`src/rtl/decode_controller.sv`:
```
// Registered RISC-V decode stage with a 2-entry skid buffer so O_ready stays registered.
// Optional illegal-opcode detection is enabled by defining DECODE_ILLEGAL_EN.
module decode_controller (
   input  logic        I_clk,
   input  logic        I_rst,
   input  logic        I_valid,
   output logic        O_ready,
   input  logic [31:0] I_instr,
   input  logic [31:0] I_pc,
   input  logic        I_flush,
   output logic        O_valid,
   input  logic        I_ready,
   output logic [31:0] O_instr,
   output logic [31:0] O_pc,
   output logic [2:0]  O_immsel,
   output logic        O_useimm,
   output logic        O_regwrite,
   output logic [4:0]  O_rs1,
   output logic [4:0]  O_rs2,
   output logic [4:0]  O_rd,
   output logic        O_illegal
);

   localparam logic [2:0] IMM_I = 3'b000;
   localparam logic [2:0] IMM_S = 3'b001;
   localparam logic [2:0] IMM_B = 3'b010;
   localparam logic [2:0] IMM_U = 3'b011;
   localparam logic [2:0] IMM_J = 3'b100;
   localparam logic [2:0] IMM_R = 3'b101;

   localparam logic [6:0] OP_LUI    = 7'b0110111;
   localparam logic [6:0] OP_AUIPC  = 7'b0010111;
   localparam logic [6:0] OP_JAL    = 7'b1101111;
   localparam logic [6:0] OP_JALR   = 7'b1100111;
   localparam logic [6:0] OP_LOAD   = 7'b0000011;
   localparam logic [6:0] OP_SYSTEM = 7'b1110011;
   localparam logic [6:0] OP_STORE  = 7'b0100011;
   localparam logic [6:0] OP_BRANCH = 7'b1100011;
   localparam logic [6:0] OP_IMM    = 7'b0010011;
   localparam logic [6:0] OP_OP     = 7'b0110011;

   typedef enum logic [1:0] {
      ST_EMPTY,
      ST_ONE,
      ST_FULL
   } state_t;

   typedef struct packed {
      logic [31:0] instr;
      logic [31:0] pc;
      logic [2:0]  immsel;
      logic        useimm;
      logic        regwrite;
`ifdef DECODE_ILLEGAL_EN
      logic        illegal;
`endif
   } entry_t;

   state_t state;
   entry_t main_q;
   entry_t skid_q;
   entry_t dec;
   logic   accept;
   logic   issue;

   assign accept = I_valid & O_ready;
   assign issue  = O_valid & I_ready;

   always_comb begin
      dec       = '0;
      dec.instr = I_instr;
      dec.pc    = I_pc;
      case (I_instr[6:0])
         OP_LUI, OP_AUIPC: begin
            dec.immsel   = IMM_U;
            dec.useimm   = 1'b1;
            dec.regwrite = 1'b1;
         end
         OP_JAL: begin
            dec.immsel   = IMM_J;
            dec.useimm   = 1'b1;
            dec.regwrite = 1'b1;
         end
         OP_JALR, OP_LOAD, OP_SYSTEM: begin
            dec.immsel   = IMM_I;
            dec.useimm   = 1'b1;
            dec.regwrite = 1'b1;
         end
         OP_STORE: begin
            dec.immsel   = IMM_S;
            dec.useimm   = 1'b1;
         end
         OP_BRANCH: begin
            dec.immsel   = IMM_B;
         end
         OP_IMM: begin
            // slli/srli/srai take a shift amount rather than a full I-immediate
            dec.immsel   = (I_instr[13:12] == 2'b01) ? IMM_R : IMM_I;
            dec.useimm   = 1'b1;
            dec.regwrite = 1'b1;
         end
         OP_OP: begin
            dec.immsel   = IMM_I;
            dec.regwrite = 1'b1;
         end
         default: begin
            // every listed opcode ends in 2'b11, so this also covers bad low bits
`ifdef DECODE_ILLEGAL_EN
            dec.illegal  = 1'b1;
`endif
         end
      endcase
      if (I_instr[11:7] == 5'd0) begin
         dec.regwrite = 1'b0;
      end
   end

   always_ff @(posedge I_clk or posedge I_rst) begin
      if (I_rst) begin
         state   <= ST_EMPTY;
         O_valid <= 1'b0;
         O_ready <= 1'b1;
         main_q  <= '0;
         skid_q  <= '0;
      end else if (I_flush) begin
         state   <= ST_EMPTY;
         O_valid <= 1'b0;
         O_ready <= 1'b1;
      end else begin
         case (state)
            ST_EMPTY: begin
               if (accept) begin
                  main_q  <= dec;
                  state   <= ST_ONE;
                  O_valid <= 1'b1;
                  O_ready <= 1'b1;
               end
            end
            ST_ONE: begin
               if (accept && issue) begin
                  main_q <= dec;
               end else if (accept) begin
                  skid_q  <= dec;
                  state   <= ST_FULL;
                  O_ready <= 1'b0;
               end else if (issue) begin
                  state   <= ST_EMPTY;
                  O_valid <= 1'b0;
               end
            end
            ST_FULL: begin
               if (issue) begin
                  main_q  <= skid_q;
                  state   <= ST_ONE;
                  O_ready <= 1'b1;
               end
            end
            default: begin
               state   <= ST_EMPTY;
               O_valid <= 1'b0;
               O_ready <= 1'b1;
            end
         endcase
      end
   end

   assign O_instr    = main_q.instr;
   assign O_pc       = main_q.pc;
   assign O_immsel   = main_q.immsel;
   assign O_useimm   = main_q.useimm;
   assign O_regwrite = main_q.regwrite;
   assign O_rs1      = main_q.instr[19:15];
   assign O_rs2      = main_q.instr[24:20];
   assign O_rd       = main_q.instr[11:7];
`ifdef DECODE_ILLEGAL_EN
   assign O_illegal  = main_q.illegal;
`else
   assign O_illegal  = 1'b0;
`endif

endmodule

```
`config.mk`:
```
export PLATFORM = sky130hd
export DESIGN_NAME = decode_controller
export DESIGN_NICKNAME = d
export VERILOG_FILES = /design/src/rtl/decode_controller.sv
export SDC_FILE = /design/constraint.sdc
export NUM_CORES = 1
export LEC_CHECK = 0
export ABC_AREA = 1
export CAP_MARGIN = 20
export CORE_MARGIN = 2
export CORE_UTILIZATION = 55
export CTS_BUF_LIST = sky130_fd_sc_hd__clkbuf_8
export CTS_CLUSTER_SIZE = 20
export DETAILED_ROUTE_END_ITERATION = 16
export PLACE_DENSITY_LB_ADDON = 0.1
export REMOVE_ABC_BUFFERS = 1
export SETUP_SLACK_MARGIN = 0.3
export SLEW_MARGIN = 5
export SYNTH_ARGS = -nofsm -noshare
export SYNTH_HDL_FRONTEND = slang
export SYNTH_SLANG_ARGS = --single-unit
```
`constraint.sdc`:
```
create_clock -name I_clk -period 9.6 [get_ports I_clk]
set_clock_uncertainty 0.2 [all_clocks]
set_input_delay 1.44 -clock I_clk [delete_from_list [all_inputs] [get_ports I_clk]]
set_output_delay 1.44 -clock I_clk [all_outputs]
set_load 0.02 [all_outputs]
```
==> flow_summary_export.csv, run 1 <==
group,metric,value,unit
placed_design,gp_congestion,0.825,
critical_path,critPathRequiredTime,9.78,ns
placed_design,place_area,7730,µm²
floorplanning,start_util,55.9,%
placed_design,place_inst,1016,
sta,hold_viol,0,
pwr,p_leak,3.87,nW
final_layout,stdcell_area,8070,µm²
sta,fin_crit,3.65,ns
sta,worstMarginPinSlew,0.876,ns
pwr,pwr-share-clk,15.9,%
pwr,power_per_cell_area,306,nW/µm²
synthesis,synth-simple-area-share,27.8,%
route,vias_per_cell,5.35,
global_route,grt_pass1_wl,25200,µm
global_route,antenna_found_initial,0,
global_route,grt_pass1_vias,5309,
route,drt-wirelength-per-cell,14.5,µm
global_route,grt_max_degree,130,
route,ant_nets,0,
synthesis,synth_top_family_by_area,"simple AND/OR/NAND/NOR gates",
synthesis,synth_cell_types,26,
sta,tns,0,ns
synthesis,syn_area,6300,µm²
synthesis,synth_seq_area_share,56.4,%
route,drc,0,
global_route,overflow,0,
floorplanning,core_area,11300,µm²
min_path,hold_class,"reg -> reg",
synthesis,yosysWarnings,0,
synthesis,synth-compound-area-share,8.68,%
final_layout,final_nets,962,
critical_path,end_kind,"register",
clock_network,cts_buffers,17,
pwr,switching_share,37.7,%
route,vias,5594,
clock_network,clk_path_buf_depth,2,
critical_path,crit_type,"in -> reg",
synthesis,ys_ff_latch,142,
pwr,switchingPower,0.932,mW
pwr,pwr-share-seq,42.6,%
sta,rsz0062_at_grt,"false",
final_layout,final_cells,1045,
run,drv_cap,0,
floorplanning,io-pin-count,156,
global_route,grt_use_total,25.3,%
clock_network,clkSinkCount,142,
route,routed_wl,15200,µm
pwr,p_total,2.47,mW
sta,finalCritPeriodShare,38.0,%
critical_path,cp-start-kind,"input pin",
floorplanning,rows,39,
synthesis,synthMuxAreaShare,0,%
placed_design,hpwlAfterDp,9530,µm
floorplanning,fp.dieArea,12300,µm²
sta,clock.fmax,274,MHz
final_layout,final_cell_mix,"nand2_1 (359), clkdlybuf4s50_1 (154), dfrtp_1 (141)",
sta,setup_viol,0,
synthesis,synth_adder_area_share,0,%
critical_path,worst_ep_arrival_time,3.83,ns
clock_network,cts_hold_buf,0,
clock_network,path_clk_slew,0.07,ns
clock_network,cts_setup_buffers,0,
pwr,pwr-share-comb,41.5,%
final_layout,area_delta_synth_final,28.1,%
clock_network,htreeDepth,4,
sta,drv_slew,0,
critical_path,path_max_fanout,40,
final_layout,drive_gt1_share,4.43,%
pwr,peakVddDrop,0.217,mV
synthesis,syn_inst,772,
clock_network,cts_root_buf,"clkbuf_8",
final_layout,mostFrequentLayoutCell,"nand2_1",
synthesis,synth-xor-area-share,0,%
clock_network,insertion_delay,0.44,ns
pwr,p_int,1.54,mW
synthesis,syn_avg_cell_area,8.16,µm²
floorplanning,die_w,111,µm
placed_design,port_buffers,154,
clock_network,cts_resized,0,
final_layout,diodes,0,
clock_network,cts_tree,"built",
route,drtPass1Iterations,5,
route,drt_first_iter_violations,454,
floorplanning,die_h,111,µm
run_status,status,"finished clean",
sta,max_slew_margin,41.4,%
-- metrics by stage --
| stage | setup slack [ns] | hold WS (ns) | util [%] |
|---|---|---|---|
| 2_1_floorplan | 4.15 | 0.242 | - |
| 3_3_place_gp | 5.61 | 0.254 | 68.4 |
| 3_5_place_dp | 5.49 | 0.259 | 68.6 |
| 4_1_cts | 5.96 | 0.276 | 71.3 |
| 5_1_grt | 5.82 | 0.284 | 71.6 |
| 6_report | 5.95 | 0.272 | 71.6 |
-- sequential cells by signal, summed over array words and instances (netlist names) --
name,count
O_valid,1
O_useimm,1
state,2
skid_q,69
O_pc,32
O_ready,1
O_immsel,3
O_regwrite,1
O_instr,32
-- synth_stat cells (all sizes together) --
master / instances / area share, %
a31o: 1 / 0.14
dfrtp: 141 / 56
o21ai: 13 / 1.0
nand4: 2 / 0.20
a21oi: 8 / 0.70
buf: 39 / 4.5
dfstp: 1 / 0.42
nor2: 84 / 5.0
nand3: 10 / 0.79
o311ai: 1 / 0.14
nor3: 2 / 0.24
clkbuf: 19 / 1.1
conb: 1 / 0.060
a22oi: 1 / 0.12
nand2: 360 / 21
o22ai: 1 / 0.099
inv: 23 / 1.4
a31oi: 65 / 6.5
-- layer usage --
metal	GRT usage (%)	routed length [µm]	vias to the layer above
met3	6.18	949	25
met1	33.8	6680	2681
li1	-	-	2677
met2	40.8	7230	211
met4	9.08	300	0
met5	0	0	-
-- power by group through the flow --
| stage | sequential [mW] | clock, mW | combinational, mW |
|---|---|---|---|
| global route | 1.09 | 0.423 | 1.11 |
| detailed placement | 1.06 | 0 | 1.02 |
| floorplan | 1.24 | 0 | 0.341 |
| global placement | 1.05 | 0 | 0.992 |
| CTS | 1.05 | 0.398 | 1.03 |
| finish | 1.05 | 0.392 | 1.02 |
-- critical path, stage by stage --
cell             delay [ns]
clkdlybuf4s50_1        0.47
nor3_2                 0.29
nand2_1                0.16
a21oi_4                0.69
buf_4                  0.51
nand2_1                0.13
nand2_1                0.10
-- cell families after synthesis --
family,after synthesis
other cells,1
simple gates,458
buf+inv,81
compound gates,90
flops,142
-- path summary, 6_finish.rpt --
path / cells past startpoint / endpoint / start / slack, ns
hold / removal: 2 / skid_q[13] / skid_q[13] / 0.27
hold reg to reg: 2 / skid_q[13] / skid_q[13] / 0.27
setup / recovery: 7 / skid_q[5] / I_flush / 5.95
setup reg to reg: 6 / skid_q[5] / state[1] / 6.95
max in group asynchronous: 3 / skid_q[55] / I_rst / 6.61
min in group asynchronous: 2 / skid_q[45] / I_rst / 1.27
-- layout make-up --
cell class / instances / area [µm²]
clock buffers: 20 / 275
clock inverters: 8 / 32.5
fillers: 875 / 3210
inverters: 23 / 93.8
multi-input cells: 549 / 2310
flip-flops and latches: 142 / 3550
well taps: 143 / 179
repair buffers: 160 / 1620
Power figures use the tool's default switching activity.
==> inputs of run 2 (changes only) <==
- CORE_UTILIZATION: 55 -> 51
- clock period: 9.6 -> 3.5 ns (I/O delays scaled with it)
==> run 2 against run 1 <==
Effect of this change: combinational power rose to 2.7 times the previous value; clock power rose to 3.2 times the previous value; global-route usage fell by 1.6 points; final area rose by 1.4%; worst hold slack barely moved.
==> flow_summary_export.csv, run 2 (synthesis results as in run 1) <==
group,metric,value,unit
sta,clock.fmax,418,MHz
route,drt-wirelength-per-cell,14.2,µm
floorplanning,rows,40,
min_path,hold_class,"reg -> reg",
placed_design,gp_congestion,0.892,
route,routed_wl,15000,µm
route,drt_first_iter_violations,439,
placed_design,place_ws,0.657,ns
route,drtPass1Iterations,5,
critical_path,cp-start-kind,"input pin",
final_layout,area_delta_synth_final,29.9,%
clock_network,htreeDepth,4,
clock_network,cts_resized,0,
floorplanning,die_h,115,µm
final_layout,stdcell_area,8180,µm²
min_path,min_from,"skid_q[9]",
pwr,peakVddDrop,0.428,mV
final_layout,largest_register_ffs,69,
critical_path,rr_startpoint,"state[0]",
floorplanning,core_area,12000,µm²
sta,hold_viol,0,
sta,rsz0062_at_grt,"false",
global_route,grt_use_total,23.7,%
global_route,grt_max_degree,76,
run_status,status,"finished clean",
clock_network,clk_path_buf_depth,2,
pwr,p_leak,3.92,nW
floorplanning,io-pin-count,156,
clock_network,cts_hold_buf,0,
route,vias,5531,
sta,max_slew_margin,33.7,%
pwr,power_per_cell_area,850,nW/µm²
critical_path,r2r_cells,6,
final_layout,final_nets,967,
global_route,antenna_found_initial,0,
final_layout,top_register,"skid_q",
critical_path,end_kind,"register",
final_layout,nFillCells,1035,
final_layout,mostFrequentLayoutCell,"nand2_1",
critical_path,crit_type,"in -> reg",
floorplanning,fp.dieArea,13300,µm²
run,drv_cap,0,
final_layout,drive_gt1_share,5.82,%
floorplanning,die_w,115,µm
critical_path,rrSetupSlack,1.25,ns
route,vias_per_cell,5.23,
min_path,min_to,"skid_q[9]",
critical_path,critPathRequiredTime,3.66,ns
floorplanning,start_util,52.4,%
global_route,grt_pass1_vias,5159,
clock_network,cts_setup_buffers,0,
sta,tns,0,ns
clock_network,cts_tree,"built",
placed_design,hpwlAfterDp,9900,µm
global_route,grt_pass1_wl,24700,µm
clock_network,cts_buffers,17,
placed_design,port_buffers,154,
sta,finalCritPeriodShare,68.4,%
route,drc,0,
route,ant_nets,0,
critical_path,path_max_fanout,61,
sta,fin_ws,1.11,ns
sta,fin_crit,2.39,ns
sta,setup_viol,0,
sta,drv_slew,0,
min_path,worstHoldPathCells,2,
clock_network,path_clk_slew,0.07,ns
placed_design,place_area,7790,µm²
critical_path,worst_ep_arrival_time,2.55,ns
clock_network,insertion_delay,0.44,ns
final_layout,diodes,0,
final_layout,final_cell_mix,"nand2_1 (359), clkdlybuf4s50_1 (154), dfrtp_1 (141)",
clock_network,clkSinkCount,142,
sta,worstMarginPinSlew,0.995,ns
global_route,overflow,0,
clock_network,cts_root_buf,"clkbuf_8",
critical_path,r2r-end,"skid_q[2]",
-- run 2: cell count changes in the layout (fill, tap and decap cells not counted) --
cell       delta
buf_12        +1
inv_1         -5
bufinv_16     +1
buf_4         +5
clkinv_2      +3
clkbuf_8      +4
buf_16        -1
-- run 2: cell type report --
cell class	count	area (µm²)	area share, %
Timing Repair Buffer	165	1650	20.2
Clock inverter	7	58.8	0.719
Multi-Input combinational cell	549	2310	28.3
Sequential cell	142	3550	43.4
Tap cell	147	184	2.25
Inverter	23	93.8	1.15
Clock buffer	24	330	4.04
-- run 2: per-stage QoR --
| step | utilization [%] | hold slack (ns) | power [mW] | instances |
|---|---|---|---|---|
| final | 68.1 | 0.272 | 6.96 | 1057 |
| after global routing | 68.1 | 0.297 | 7.41 | 1057 |
| after CTS | 68.1 | 0.276 | 7.01 | 1057 |
| after detailed placement | 64.9 | 0.259 | 5.74 | 1026 |
| after global placement | 64.9 | 0.254 | 5.63 | 1026 |
| after floorplan | - | 0.242 | 4.34 | 714 |
-- run 2: report_power, final --
part / total [mW] / switching, mW / leakage (nW) / internal, mW
clock network: 1.26 / 0.582 / 0.212 / 0.683
registers: 2.90 / 0.478 / 1.68 / 2.42
logic: 2.79 / 1.51 / 2.02 / 1.29
-- run 2: how the worst max path moves through the flow --
stage	startpoint	to	slack, ns	cells past startpoint
after detailed placement	I_ready	O_instr[0]	0.66	8
after floorplan	I_rst	O_immsel[0]	-1.03	1
after global placement	I_ready	O_pc[0]	0.78	8
after global routing	I_ready	O_instr[18]	0.96	8
final	I_ready	O_instr[0]	1.11	8
after CTS	I_ready	O_instr[0]	1.13	8
-- run 2: metal layers --
metal / track usage, % / part of all wire (%)
met5: 0 / 0
met4: 8.67 / 1.5
met3: 5.75 / 6.3
met2: 37.2 / 48
met1: 32.5 / 45
-- run 2: worst max-delay path, stage by stage --
cell and delay (ns):
clkdlybuf4s50_1 0.57, nand2_1 0.17, a22oi_1 0.21, nand2_2 0.20
inv_4 0.12, buf_4 0.48, nor2_1 0.10, a31oi_1 0.16
==> inputs of run 3 (changes only) <==
- CORE_UTILIZATION: 51 -> 46
- clock period: 3.5 -> 2 ns (I/O delays scaled with it)
==> run 3 against run 2 <==
Effect of this change: global-route usage grew 2.8 points; combinational power grew 100%; worst hold slack lost 0.21 ns; critical path depth is the same; non-clock buffer count grew 51; sequential share of layout area shrank 6.8 points; first-iteration DRC count grew 20%; routed wire length grew 36%; final cell count grew 7.8%; flip-flop and latch count is the same; die area grew 10%; utilization grew 4.8 points.
==> flow_summary_export.csv, run 3 (synthesis results as in run 1) <==
group,metric,value,unit
run_status,status,"finished clean",
final_layout,top_register,"skid_q",
critical_path,end_kind,"register",
floorplanning,io-pin-count,156,
global_route,grt_pass1_vias,5766,
critical_path,critPathLaunch,"O_ready",
route,drtPass1Iterations,8,
critical_path,critPathRequiredTime,2.15,ns
placed_design,place_inst,1069,
pwr,power_per_cell_area,1360,nW/µm²
min_path,min_from,"I_instr[4]",
critical_path,rr_startpoint,"O_ready",
final_layout,largest_register_ffs,69,
global_route,antenna_found_initial,0,
pwr,switchingPower,5.18,mW
placed_design,port_buffers,154,
placed_design,gp_congestion,0.886,
clock_network,clkSinkCount,142,
global_route,grt_pass1_wl,29800,µm
floorplanning,start_util,47.4,%
critical_path,path_max_fanout,7,
critical_path,crit_type,"reg -> reg",
final_layout,mostFrequentLayoutCell,"nand2_1",
route,drt-met1-wl,8140,µm
placed_design,hpwlAfterDp,10300,µm
final_layout,area_delta_synth_final,54.0,%
sta,setup_viol,0,
sta,finalCritPeriodShare,92.9,%
clock_network,clk_path_buf_depth,2,
min_path,hold_class,"in -> reg",
global_route,overflow,0,
route,routed_wl,20500,µm
sta,fin_crit,1.86,ns
pwr,p_leak,4.75,nW
pwr,p_int,8.04,mW
floorplanning,die_h,121,µm
clock_network,insertion_delay,0.44,ns
clock_network,cts_tree,"built",
final_layout,drive_gt1_share,23.9,%
global_route,grt_max_degree,49,
clock_network,cts_buffers,17,
floorplanning,die_w,121,µm
route,vias_per_cell,5.42,
route,drc,0,
route,route.met2.wl,10300,µm
pwr,switching_share,39.2,%
sta,rsz0062_at_grt,"true",
run,drv_cap,0,
global_route,grt_use_total,26.6,%
floorplanning,fp.dieArea,14600,µm²
route,drt-wirelength-per-cell,18.0,µm
sta,clock.fmax,538,MHz
pwr,peakVddDrop,0.662,mV
sta,timing.hold.ws,0.0591,ns
sta,drv_slew,0,
final_layout,final_nets,1019,
sta,hold_viol,0,
route,ant_nets,0,
clock_network,htreeDepth,4,
final_layout,final_cell_mix,"nand2_1 (291), dfrtp_1 (139), clkdlybuf4s50_1 (67)",
pwr,pwr-share-clk,18.0,%
final_layout,nFillCells,960,
pwr,pwr-share-seq,39.3,%
clock_network,cts_root_buf,"clkbuf_8",
pwr,pwr-share-comb,42.7,%
route,top_layer_used,"met4",
critical_path,cp-start-kind,"register",
floorplanning,rows,42,
route,vias,6176,
critical_path,worst_ep_arrival_time,2.01,ns
final_layout,final_cells,1139,
route,drt_first_iter_violations,525,
floorplanning,core_area,13300,µm²
clock_network,path_clk_slew,0.07,ns
sta,tns,0,ns
final_layout,diodes,0,
route,dr_wl_met3,1320,µm
-- run 3: worst paths after layout --
| check | to | slack [ns] | cells past startpoint |
|---|---|---|---|
| worst max-delay path | O_instr[15] | 0.14 | 8 |
| worst min-delay path | O_instr[4] | 0.06 | 3 |
| worst max register to register | O_instr[15] | 0.14 | 8 |
| worst min register to register | skid_q[6] | 0.28 | 2 |
| max in group asynchronous | O_instr[30] | 0.56 | 4 |
| min in group asynchronous | O_instr[8] | 0.53 | 3 |
-- run 3: worst max-delay path: stages (launching register included) --
cell and delay, ns:
dfstp_2 0.56, nand2_4 0.07, a22oi_2 0.23, nand2_4 0.14, clkinv_8 0.11, buf_12 0.11
buf_16 0.14, nor2_4 0.04, a31oi_1 0.15
-- run 3: power groups by stage --
stage               Combinational (mW)  Sequential (mW)  Clock (mW)
finish                            5.65             5.20        2.38
global placement                  4.95             5.03           0
CTS                               5.05             5.04        2.41
detailed placement                5.07             5.10           0
floorplan                         1.64             5.95           0
global route                      6.09             5.34        2.54
-- run 3: per-layer routing --
metal | vias to the layer above | global-route usage [%]
met2 | 283 | 42.7
met4 | 0 | 11.9
met5 | - | 0
li1 | 2814 | -
met3 | 65 | 5.03
met1 | 3014 | 35.1
-- run 3: timing repair --
item | in CTS | in global routing
hold buffers | 1 | 0
resized for setup | 129 | 217
buffers inserted | 9 | 6
hold endpoints to repair | 16 | 0
setup endpoints to repair | 221 | 180
pin swaps | 1 | 48
cloned | 16 | 6
-- run 3: final cells by class --
cell class / instances / area (µm²) / share of cell area (%)
clock inverter: 11 / 124 / 1.28
timing repair buffer: 216 / 2540 / 26.2
clock buffer: 21 / 289 / 2.98
multi-input combinational: 549 / 2850 / 29.4
timing repair inverter: 1 / 8.76 / 0.0903
tap: 176 / 220 / 2.27
sequential: 142 / 3560 / 36.7
inverter: 23 / 111 / 1.15
-- run 3: per-stage QoR --
stage | area [µm²] | utilization [%] | power [mW] | worst slack [ns]
after global routing | 9700 | 73.0 | 14.0 | 0.0679
after global placement | 8050 | 60.5 | 9.98 | -0.0647
after CTS | 9040 | 68.0 | 12.5 | 0.149
after detailed placement | 8050 | 60.5 | 10.2 | -0.142
final | 9700 | 73.0 | 13.2 | 0.143
after floorplan | 5940 | - | 7.59 | -2.31
